--- src/rtl/dcache_mem_responder.sv ---
// Memory-side responder for the Dcache req/addrOK/dataOK interface.
// Line refills and strongly-ordered reads go out as AXI4 bursts; stores drain through a write FIFO.
module dcache_mem_responder #(
  parameter int offset_width = 2,
  parameter int wbuf_depth   = 4
) (
  input  logic                            clk,
  input  logic                            rst,
  input  logic                            dcache_mem_req,
  input  logic                            dcache_mem_wr,
  input  logic [31:0]                     dcache_mem_addr,
  input  logic [31:0]                     dcache_mem_wdata,
  input  logic [3:0]                      dcache_mem_wstrb,
  input  logic                            dcache_mem_SUC,
  output logic                            mem_dcache_addrOK,
  output logic                            mem_dcache_dataOK,
  output logic [32*(1<<offset_width)-1:0] mem_dcache_rdata,
  output logic [31:0]                     m_araddr,
  output logic [7:0]                      m_arlen,
  output logic                            m_arvalid,
  input  logic                            m_arready,
  input  logic [31:0]                     m_rdata,
  input  logic                            m_rvalid,
  output logic                            m_rready,
  output logic [31:0]                     m_awaddr,
  output logic                            m_awvalid,
  input  logic                            m_awready,
  output logic [31:0]                     m_wdata,
  output logic [3:0]                      m_wstrb,
  output logic                            m_wlast,
  output logic                            m_wvalid,
  input  logic                            m_wready,
  input  logic                            m_bvalid,
  output logic                            m_bready
);
  localparam int LINE = 1 << offset_width;
  localparam int PW   = $clog2(wbuf_depth);

  localparam logic [1:0] R_IDLE = 2'd0, R_AR = 2'd1, R_DATA = 2'd2, R_DONE = 2'd3;
  localparam logic [1:0] W_IDLE = 2'd0, W_SEND = 2'd1, W_RESP = 2'd2;

  logic [1:0] rstate, wstate;

  logic [31:0] fifo_addr [wbuf_depth];
  logic [31:0] fifo_data [wbuf_depth];
  logic [3:0]  fifo_strb [wbuf_depth];
  logic [PW-1:0] wptr, rptr;
  logic [PW:0]   count;
  logic fifo_empty, fifo_full, push, pop;
  logic wr_acc, rd_acc;

  logic                        suc_q;
  logic [offset_width-1:0]     widx_q, beat_q, ridx;
  logic                        last_beat;
  logic [32*LINE-1:0]          rline;
  logic                        aw_done, w_done;

  assign fifo_empty = (count == '0);
  assign fifo_full  = (count == (PW+1)'(wbuf_depth));

  // Reads wait for an empty FIFO and an idle drain FSM, which keeps reads ordered after stores.
  assign wr_acc = !rst && dcache_mem_req && dcache_mem_wr && !fifo_full && (rstate == R_IDLE);
  assign rd_acc = !rst && dcache_mem_req && !dcache_mem_wr && fifo_empty &&
                  (wstate == W_IDLE) && (rstate == R_IDLE);
  assign mem_dcache_addrOK = wr_acc || rd_acc;

  assign push = wr_acc;
  assign pop  = (wstate == W_RESP) && m_bvalid;

  always_ff @(posedge clk) begin
    if (push) begin
      fifo_addr[wptr] <= dcache_mem_addr;
      fifo_data[wptr] <= dcache_mem_wdata;
      fifo_strb[wptr] <= dcache_mem_wstrb;
    end
  end

  always_ff @(posedge clk) begin
    if (rst) begin
      wptr  <= '0;
      rptr  <= '0;
      count <= '0;
    end else begin
      if (push) wptr <= wptr + 1'b1;
      if (pop)  rptr <= rptr + 1'b1;
      case ({push, pop})
        2'b10:   count <= count + 1'b1;
        2'b01:   count <= count - 1'b1;
        default: count <= count;
      endcase
    end
  end

  // Strongly-ordered reads are single-beat and land on the addressed word only.
  assign ridx      = suc_q ? widx_q : beat_q;
  assign last_beat = suc_q || (beat_q == offset_width'(LINE - 1));

  always_ff @(posedge clk) begin
    if (rst) begin
      rstate   <= R_IDLE;
      m_araddr <= '0;
      m_arlen  <= '0;
      suc_q    <= 1'b0;
      widx_q   <= '0;
      beat_q   <= '0;
      rline    <= '0;
    end else begin
      case (rstate)
        R_IDLE: if (rd_acc) begin
          rstate   <= R_AR;
          m_araddr <= dcache_mem_SUC ? (dcache_mem_addr & ~32'd3)
                                     : (dcache_mem_addr & ~32'(LINE*4 - 1));
          m_arlen  <= dcache_mem_SUC ? 8'd0 : 8'(LINE - 1);
          suc_q    <= dcache_mem_SUC;
          widx_q   <= dcache_mem_addr[offset_width+1:2];
          beat_q   <= '0;
        end
        R_AR: if (m_arready) rstate <= R_DATA;
        R_DATA: if (m_rvalid) begin
          if (beat_q == '0) rline <= '0;
          rline[32*int'(ridx) +: 32] <= m_rdata;
          beat_q <= beat_q + 1'b1;
          if (last_beat) rstate <= R_DONE;
        end
        default: rstate <= R_IDLE;
      endcase
    end
  end

  assign m_arvalid         = (rstate == R_AR);
  assign m_rready          = (rstate == R_DATA);
  assign mem_dcache_dataOK = (rstate == R_DONE);
  assign mem_dcache_rdata  = rline;

  // AW and W complete independently; the response phase starts once both have handshaken.
  assign aw_done = !m_awvalid || m_awready;
  assign w_done  = !m_wvalid  || m_wready;

  always_ff @(posedge clk) begin
    if (rst) begin
      wstate    <= W_IDLE;
      m_awvalid <= 1'b0;
      m_wvalid  <= 1'b0;
      m_awaddr  <= '0;
      m_wdata   <= '0;
      m_wstrb   <= '0;
    end else begin
      case (wstate)
        W_IDLE: if (!fifo_empty) begin
          wstate    <= W_SEND;
          m_awvalid <= 1'b1;
          m_wvalid  <= 1'b1;
          m_awaddr  <= fifo_addr[rptr];
          m_wdata   <= fifo_data[rptr];
          m_wstrb   <= fifo_strb[rptr];
        end
        W_SEND: begin
          if (m_awvalid && m_awready) m_awvalid <= 1'b0;
          if (m_wvalid && m_wready)   m_wvalid  <= 1'b0;
          if (aw_done && w_done)      wstate    <= W_RESP;
        end
        W_RESP: if (m_bvalid) wstate <= W_IDLE;
        default: wstate <= W_IDLE;
      endcase
    end
  end

  assign m_bready = (wstate == W_RESP);
  assign m_wlast  = 1'b1;

endmodule

--- config.mk ---
export PLATFORM = sky130hd
export DESIGN_NAME = dcache_mem_responder
export DESIGN_NICKNAME = d
export VERILOG_FILES = /design/src/rtl/dcache_mem_responder.sv
export SDC_FILE = /design/constraint.sdc
export NUM_CORES = 1
export LEC_CHECK = 0
export BUFFER_PORTS_ARGS = -buffer_cell sky130_fd_sc_hd__buf_2
export CORE_MARGIN = 3
export CORE_UTILIZATION = 40
export CTS_BUF_LIST = sky130_fd_sc_hd__clkbuf_8
export DETAILED_ROUTE_END_ITERATION = 10
export PLACE_DENSITY_LB_ADDON = 0.25
export SKIP_CTS_REPAIR_TIMING = 1
export SLEW_MARGIN = 20
export SYNTH_ARGS = -nofsm -noshare
export SYNTH_HDL_FRONTEND = slang
export SYNTH_SLANG_ARGS = --single-unit
--- constraint.sdc ---
create_clock -name clk -period 3.99 [get_ports clk]
set_clock_uncertainty 0.2 [all_clocks]
set_input_delay 0.798 -clock clk [delete_from_list [all_inputs] [get_ports clk]]
set_output_delay 0.798 -clock clk [all_outputs]
set_load 0.05 [all_outputs]
-- After elaboration in Yosys (flattened, before gate mapping)
Memory sizes are Yosys's and may differ from the RTL's. A register that Yosys moved wholly into a read port is not among the register bits.
Index checks and enable logic that the tools add are counted.
- memories: 3
- register bits: 186
- bits in writable memories: 272
- input bits: 110
- output and inout port bits: 244
- word-level logic and storage cells: 107
- memory list (name ; words ; bits a word ; read ports ; clocked after Yosys merged registers in ; write ports ; line ; RTL):
    fifo_addr ; 4 ; 32 ; 1 ; 1 ; 1 ; 44 ; logic [31:0] fifo_addr [wbuf_depth];
    fifo_data ; 4 ; 32 ; 1 ; 1 ; 1 ; 45 ; logic [31:0] fifo_data [wbuf_depth];
    fifo_strb ; 4 ; 4 ; 1 ; 1 ; 1 ; 46 ; logic [3:0] fifo_strb [wbuf_depth];
- bitwise logic cells: 1
- eq/ne operators: 18
- shift operators: 2
- add/sub/neg operators: 6
- reductions and logical operators: 36
- multiplexer cells: 28
- operator list (kind ; count):
    2-to-1 mux 128 bit ; 4
    bitwise mux 128 bit ; 1
    variable shift 32 x 33 -> 128 bit, first input constant ; 1
    variable part select 32 x 33 -> 128 bit ; 1
    negation 7 -> 33 bit ; 1
    2-to-1 mux 2 bit ; 11
    != test 2 bit, second input constant ; 7
    logical AND 1 bit ; 12
    one-hot mux 2 bit (3 select lines) ; 2
    AND reduction 3 bit ; 4
    == test 2 bit, second input constant ; 5
    adder 2 x 1 -> 2 bit, second input constant ; 3
    == test 2 x 1 -> 1 bit, second input constant ; 3
    logical NOT 2 bit ; 3
    one-hot mux 3 bit (2 select lines) ; 1
    AND reduction 2 bit ; 3
    nonzero test 2 bit ; 3
    logical NOT 1 bit ; 5
    2-to-1 mux 1 bit ; 5
    logical OR 1 bit ; 4
    2-to-1 mux 4 bit ; 1
    != test 2 x 1 -> 1 bit, second input constant ; 2
    one-hot mux 1 bit (2 select lines) ; 2
    one-hot mux 2 bit (2 select lines) ; 1
    other kinds (6) ; 6

-- Logic depth before layout (Yosys ltp)
- depth in word-level cells: 8
- depth in mapped cells: 11
- gate-level depth less buffers: 11

-- Least setup slack after synthesis
OpenSTA, ideal clock, no wires.
- path kind: in2reg
- start point: input rst
- end point: memory fifo_addr[1][0] (enable)
- path slack: 0.173 ns
- data required time: 3.357 ns
- setup time: 0.433 ns
- arrival time: 3.184 ns
- path buffers: 1
- stages: 4
- cell sequence: clkbuf_1 > nand4b_1 > a31oi_1 > and2_1
- word-level cells in the longest chain between the ends: 7
- RTL lines (item ; line ; RTL):
    from (decl) ; 8 ; input logic rst,
    logical NOT 1 bit ; 62 ; assign wr_acc = !rst && dcache_mem_req && dcache_mem_wr && !fifo_full && (rstate == R_IDLE);
    logical AND 1 bit (4 in series) ; 62 ;
    2-to-1 mux 1 bit ; 71 ; if (push) begin
    2-to-1 mux 1 bit (not written as such) ; 72 ; fifo_addr[wptr] <= dcache_mem_addr;
    to (decl) ; 44 ;
Every way passes these cells.

-- Worst setup path after layout
- start point: register rstate[0]
- end point: output mem_dcache_addrOK
- word-level cells in the longest chain between the ends: 3
- elaborated cells on any way between the ends: 4
- classes of those cells: reduce/logical: 4
- RTL lines (item ; line ; RTL):
    from (decl) ; 42 ; logic [1:0] rstate, wstate;
    from (signal assigned) ; 100 ; rstate <= R_IDLE;
    from (signal assigned) ; 110 ; rstate <= R_AR;
    from (signal assigned) ; 118 ; R_AR: if (m_arready) rstate <= R_DATA;
    logical NOT 2 bit * ; 62, 64 ;
    logical AND 1 bit (on tied branches) ; 62, 64 ;
    logical OR 1 bit * ; 65 ; assign mem_dcache_addrOK = wr_acc || rd_acc;
    to (decl) ; 15 ; output logic mem_dcache_addrOK,
Every way passes the cells marked *; elsewhere a longest branch is shown, timed or not.

==> run summary <==
Signal routing reaches up to met5. The count of cells in the finished layout, fillers not included, comes to 2375. The critical-path maximum fanout is 7. The number of buffers on the longest clock path is 3. Counting the buffers created by CTS gives 85. The total area of multi-input combinational cells is 0.00514 mm2. On the critical path, the stage with the largest delay is an instance of sky130_fd_sc_hd__dfxtp_1.

The post-DP HPWL is 29.4 mm. By startpoint and endpoint, the worst setup path is classified as reg -> out. The worst hold path startpoint is dcache_mem_wdata[1].

The most used flip-flop cell after synthesis is sky130_fd_sc_hd__edfxtp_1. The unique cell type count in the Yosys netlist came out at 45. The number of max-cap violations is 0. The startpoint of the most critical register-to-register path is suc_q. The iteration count of the initial detailed-routing pass is 4. The leakage power of the design came out at 8.68 nW. The clock root buffer is sky130_fd_sc_hd__clkbuf_8. The number of sinks on the clock net is 517. The share of async-settable or async-resettable flops after synthesis is 0%. The remaining antenna violation count is 0. The clock latency on the worst-skew pair came out at 660 ps. The final RePlAce weighted congestion is 0.772. The power per cell area came out at 538 mW/mm2. The initial antenna violation count is 5. The worst path in the final design needs a cycle of 3180 ps, including I/O delays and setup. TritonCTS built the clock tree. At the pin with the least slew margin, the transition time is 1050 ps.

The flow ran to the end, and the final reports show no timing, DRC or antenna violations. The synthesis warning total is 0. The critical path startpoint category is a register.

The average via count per standard cell is 5.06. The width of the die came out at 222 um. The worst-case register-to-register setup slack came out at 1320 ps.

Hold timing on the final database bottoms out at a slack of 158 ps. The final-layout fill cell count came out at 4041. The path class of the tightest hold or removal check is in -> reg.

The routed length on met3 came out at 3.19 mm. Entering global routing, the biggest net connects 187 pins. The post-synthesis adder-cell area fraction came out at 1.11%. The total via count in the routed design came out at 12000. After Yosys synthesis, and, or, nand and nor cells account for 8.00% of the synthesized area.

Setup repair after global routing left no endpoint under its margin. The overall fraction of global-route tracks in use came out at 18.5%. The fmax is 0.314 GHz.

The count of flip-flops with a built-in enable after synthesis is 272. The final-layout setup total negative slack is 0 ps. Summed over all layers, the global routing overflow is 0. The y dimension of the die came out at 222 um. The final number of max-transition violations came out at 0. The final critical path takes up 79.8% of the cycle. The multiplexer fraction of the synthesized cell area came out at 8.41%.

The number of H-tree levels came out at 3. The first-pass GRT wire length is 71.4 mm. On the critical path the largest part of the delay comes from buffers and inverters.

Overall power consumption after layout is estimated at 12.2 mW. The depth of the worst register-to-register path came out at 4. The DRC marker count from the first detailed-route iteration came out at 743.

In the routed design, unresolved DRC markers number 0. The clock transition at the registers of the reported paths came out at 60 ps. The number of top-level design ports came out at 354.

The initial cell density of the core is 40.9%. The headroom to the max-slew limit is 29.8%. The ratio of cells with drive above 1 in the final layout came out at 33.8%. The placeable core region is 0.0458 mm2. The synthesized-area fraction occupied by ao, oa, aoi and oai cells is 9.25%. The via count of the first global-routing pass is 12200. The overall routed net length came out at 46.4 mm. The number of storage elements in the synthesis netlist came out at 517. The area of all sequential standard cells is 0.0131 mm2.

The post-synthesis cell area is 0.0187 mm2. The endpoint type of the worst setup path is an output port. The final-stage net count is 1825. The synthesis-to-finish area growth is 21.5%. The number of failing hold endpoints at the final stage came out at 0. The buffer and inverter count on the worst path came out at 4.

The number of cells on the worst hold path came out at 1. After technology mapping, the gate count stands at 1334. The total instance count after detailed placement came out at 2211. Setup violations remaining at the end of the flow were counted as 0.

After Yosys synthesis, XOR and XNOR cells account for 0.234% of the synthesized area. The signal arrival time at the worst endpoint is 2180 ps. The per-instance average area after synthesis came out at 14.0 um2. The end of the worst register-to-register path is mem_dcache_rdata[8]. On the worst path, the slowest cell contributes a delay of 340 ps. The largest family of logic cells by synthesized area is compound AO/OA/AOI/OAI gates. The routed design uses 22.1 mm of met2 wire. The cell that appears most often on the critical path is sky130_fd_sc_hd__inv_1. In this run the tool buffered the top-level ports with 344 buffer cells.

The path with the worst hold slack has its endpoint at fifo_data[3][1]. The die area is 0.0494 mm2. The sequential-to-total area share from yosys stat is 69.8%. Walking the worst path, the cells encountered are inv_1 -> ha_1 -> nand4b_1 -> a31oi_1 -> buf_4 -> inv_1 -> nand2_1 -> buf_12.

In the final routed layout, each cell accounts on average for 19.6 um. The peak supply drop came out at 0.325 mV. The data required time of the worst path is 2990 ps.

The standard-cell row count came out at 78. For this block, wires on met1 add up to 19.9 mm.
==> routing by layer <==
layer,vias to the layer above,global-route usage [%]
met5,-,0
met4,2,6.79
met3,79,5.63
met2,405,29.8
met1,5903,23.6
li1,5624,-
==> how the worst max path moves through the flow <==
| stage | start | endpoint | depth (start not counted) |
|---|---|---|---|
| floorplan | rst | fifo_addr[1][0] | 4 |
| finish | rstate[0] | mem_dcache_addrOK | 8 |
| CTS | rstate[0] | mem_dcache_addrOK | 8 |
| global placement | rst | count[2] | 11 |
| detailed placement | rst | count[2] | 11 |
| global route | rstate[1] | mem_dcache_addrOK | 8 |
==> Yosys cell counts, drive strengths merged (5+ instances only) <==
cell | n | area (um2)
ha | 15 | 188
a21oi | 109 | 546
o21ai | 12 | 60.1
nor2 | 109 | 434
a22o | 32 | 280
edfxtp | 272 | 8170
nand2b | 7 | 43.8
buf | 48 | 332
nand2 | 210 | 788
mux4 | 68 | 1530
dfxtp | 245 | 4900
inv | 16 | 62.6
a22oi | 96 | 776
and2 | 5 | 31.3
clkbuf | 50 | 195
==> flip-flops by register name (all words and copies together), names as in the netlist <==
register / flops
count: 3
rptr: 2
wptr: 2
m_wstrb: 4
beat_q: 2
m_wdata: 32
m_wvalid: 1
wstate: 2
m_araddr: 30
rstate: 2
mem_dcache_rdata: 128
widx_q: 2
m_awaddr: 32
suc_q: 1
fifo_strb: 16
fifo_data: 128
m_awvalid: 1
fifo_addr: 128
m_arlen: 1
==> where the power goes <==
part           switching (mW)  internal, mW
combinational            1.33         0.472
sequential              0.141          5.84
clock                    2.06          2.40
==> layout make-up <==
| type | instances | share of cell area, % |
|---|---|---|
| flip-flops and latches | 517 | 57.5 |
| multi-input cells | 710 | 22.6 |
| repair buffers | 369 | 8.91 |
| clock buffers | 102 | 6.17 |
| well taps | 600 | 3.30 |
| clock inverters | 57 | 1.25 |
| inverters | 16 | 0.275 |
| diodes | 4 | 0.0440 |
==> logic make-up (layout without fill, tap and decap cells) <==
kind of cell	after synthesis	count (layout)
AOI/OAI and AO/OA	258	258
xor gates and xnor gates	5	5
adders and majority gates	16	16
buffers and inverters	114	544
DFF	517	517
muxes	71	71
other	2	13
and+or+nand+nor	351	351
==> through the flow <==
step,utilization [%],worst slack (ps),instance area [um2]
final,49.7,807,22800
after global placement,45.9,920,21000
after global routing,49.7,582,22800
after floorplan,-,173,18800
after detailed placement,45.9,939,21000
after CTS,49.6,723,22700
==> layout by cell type, fill, tap and decap left out, types with 3 or more instances in the layout <==
master,count
sky130_fd_sc_hd__a22o_1,32
sky130_fd_sc_hd__conb_1,9
sky130_fd_sc_hd__clkinvlp_4,3
sky130_fd_sc_hd__dfxtp_1,243
sky130_fd_sc_hd__clkbuf_8,103
sky130_fd_sc_hd__edfxtp_1,272
sky130_fd_sc_hd__a22oi_1,85
sky130_fd_sc_hd__buf_4,18
sky130_fd_sc_hd__clkinv_1,5
sky130_fd_sc_hd__o21ai_0,9
sky130_fd_sc_hd__xor2_1,3
sky130_fd_sc_hd__and2_4,4
sky130_fd_sc_hd__buf_12,7
sky130_fd_sc_hd__nor4_4,3
sky130_fd_sc_hd__a22oi_2,11
sky130_fd_sc_hd__nor2_1,98
sky130_fd_sc_hd__clkinv_2,6
sky130_fd_sc_hd__ha_1,15
sky130_fd_sc_hd__mux4_2,68
sky130_fd_sc_hd__inv_1,53
sky130_fd_sc_hd__a21oi_1,109
sky130_fd_sc_hd__nand2b_1,7
sky130_fd_sc_hd__diode_2,4
sky130_fd_sc_hd__nand2_1,210
sky130_fd_sc_hd__nor2_2,11
sky130_fd_sc_hd__buf_2,342
(Power assumes the default switching activity.)
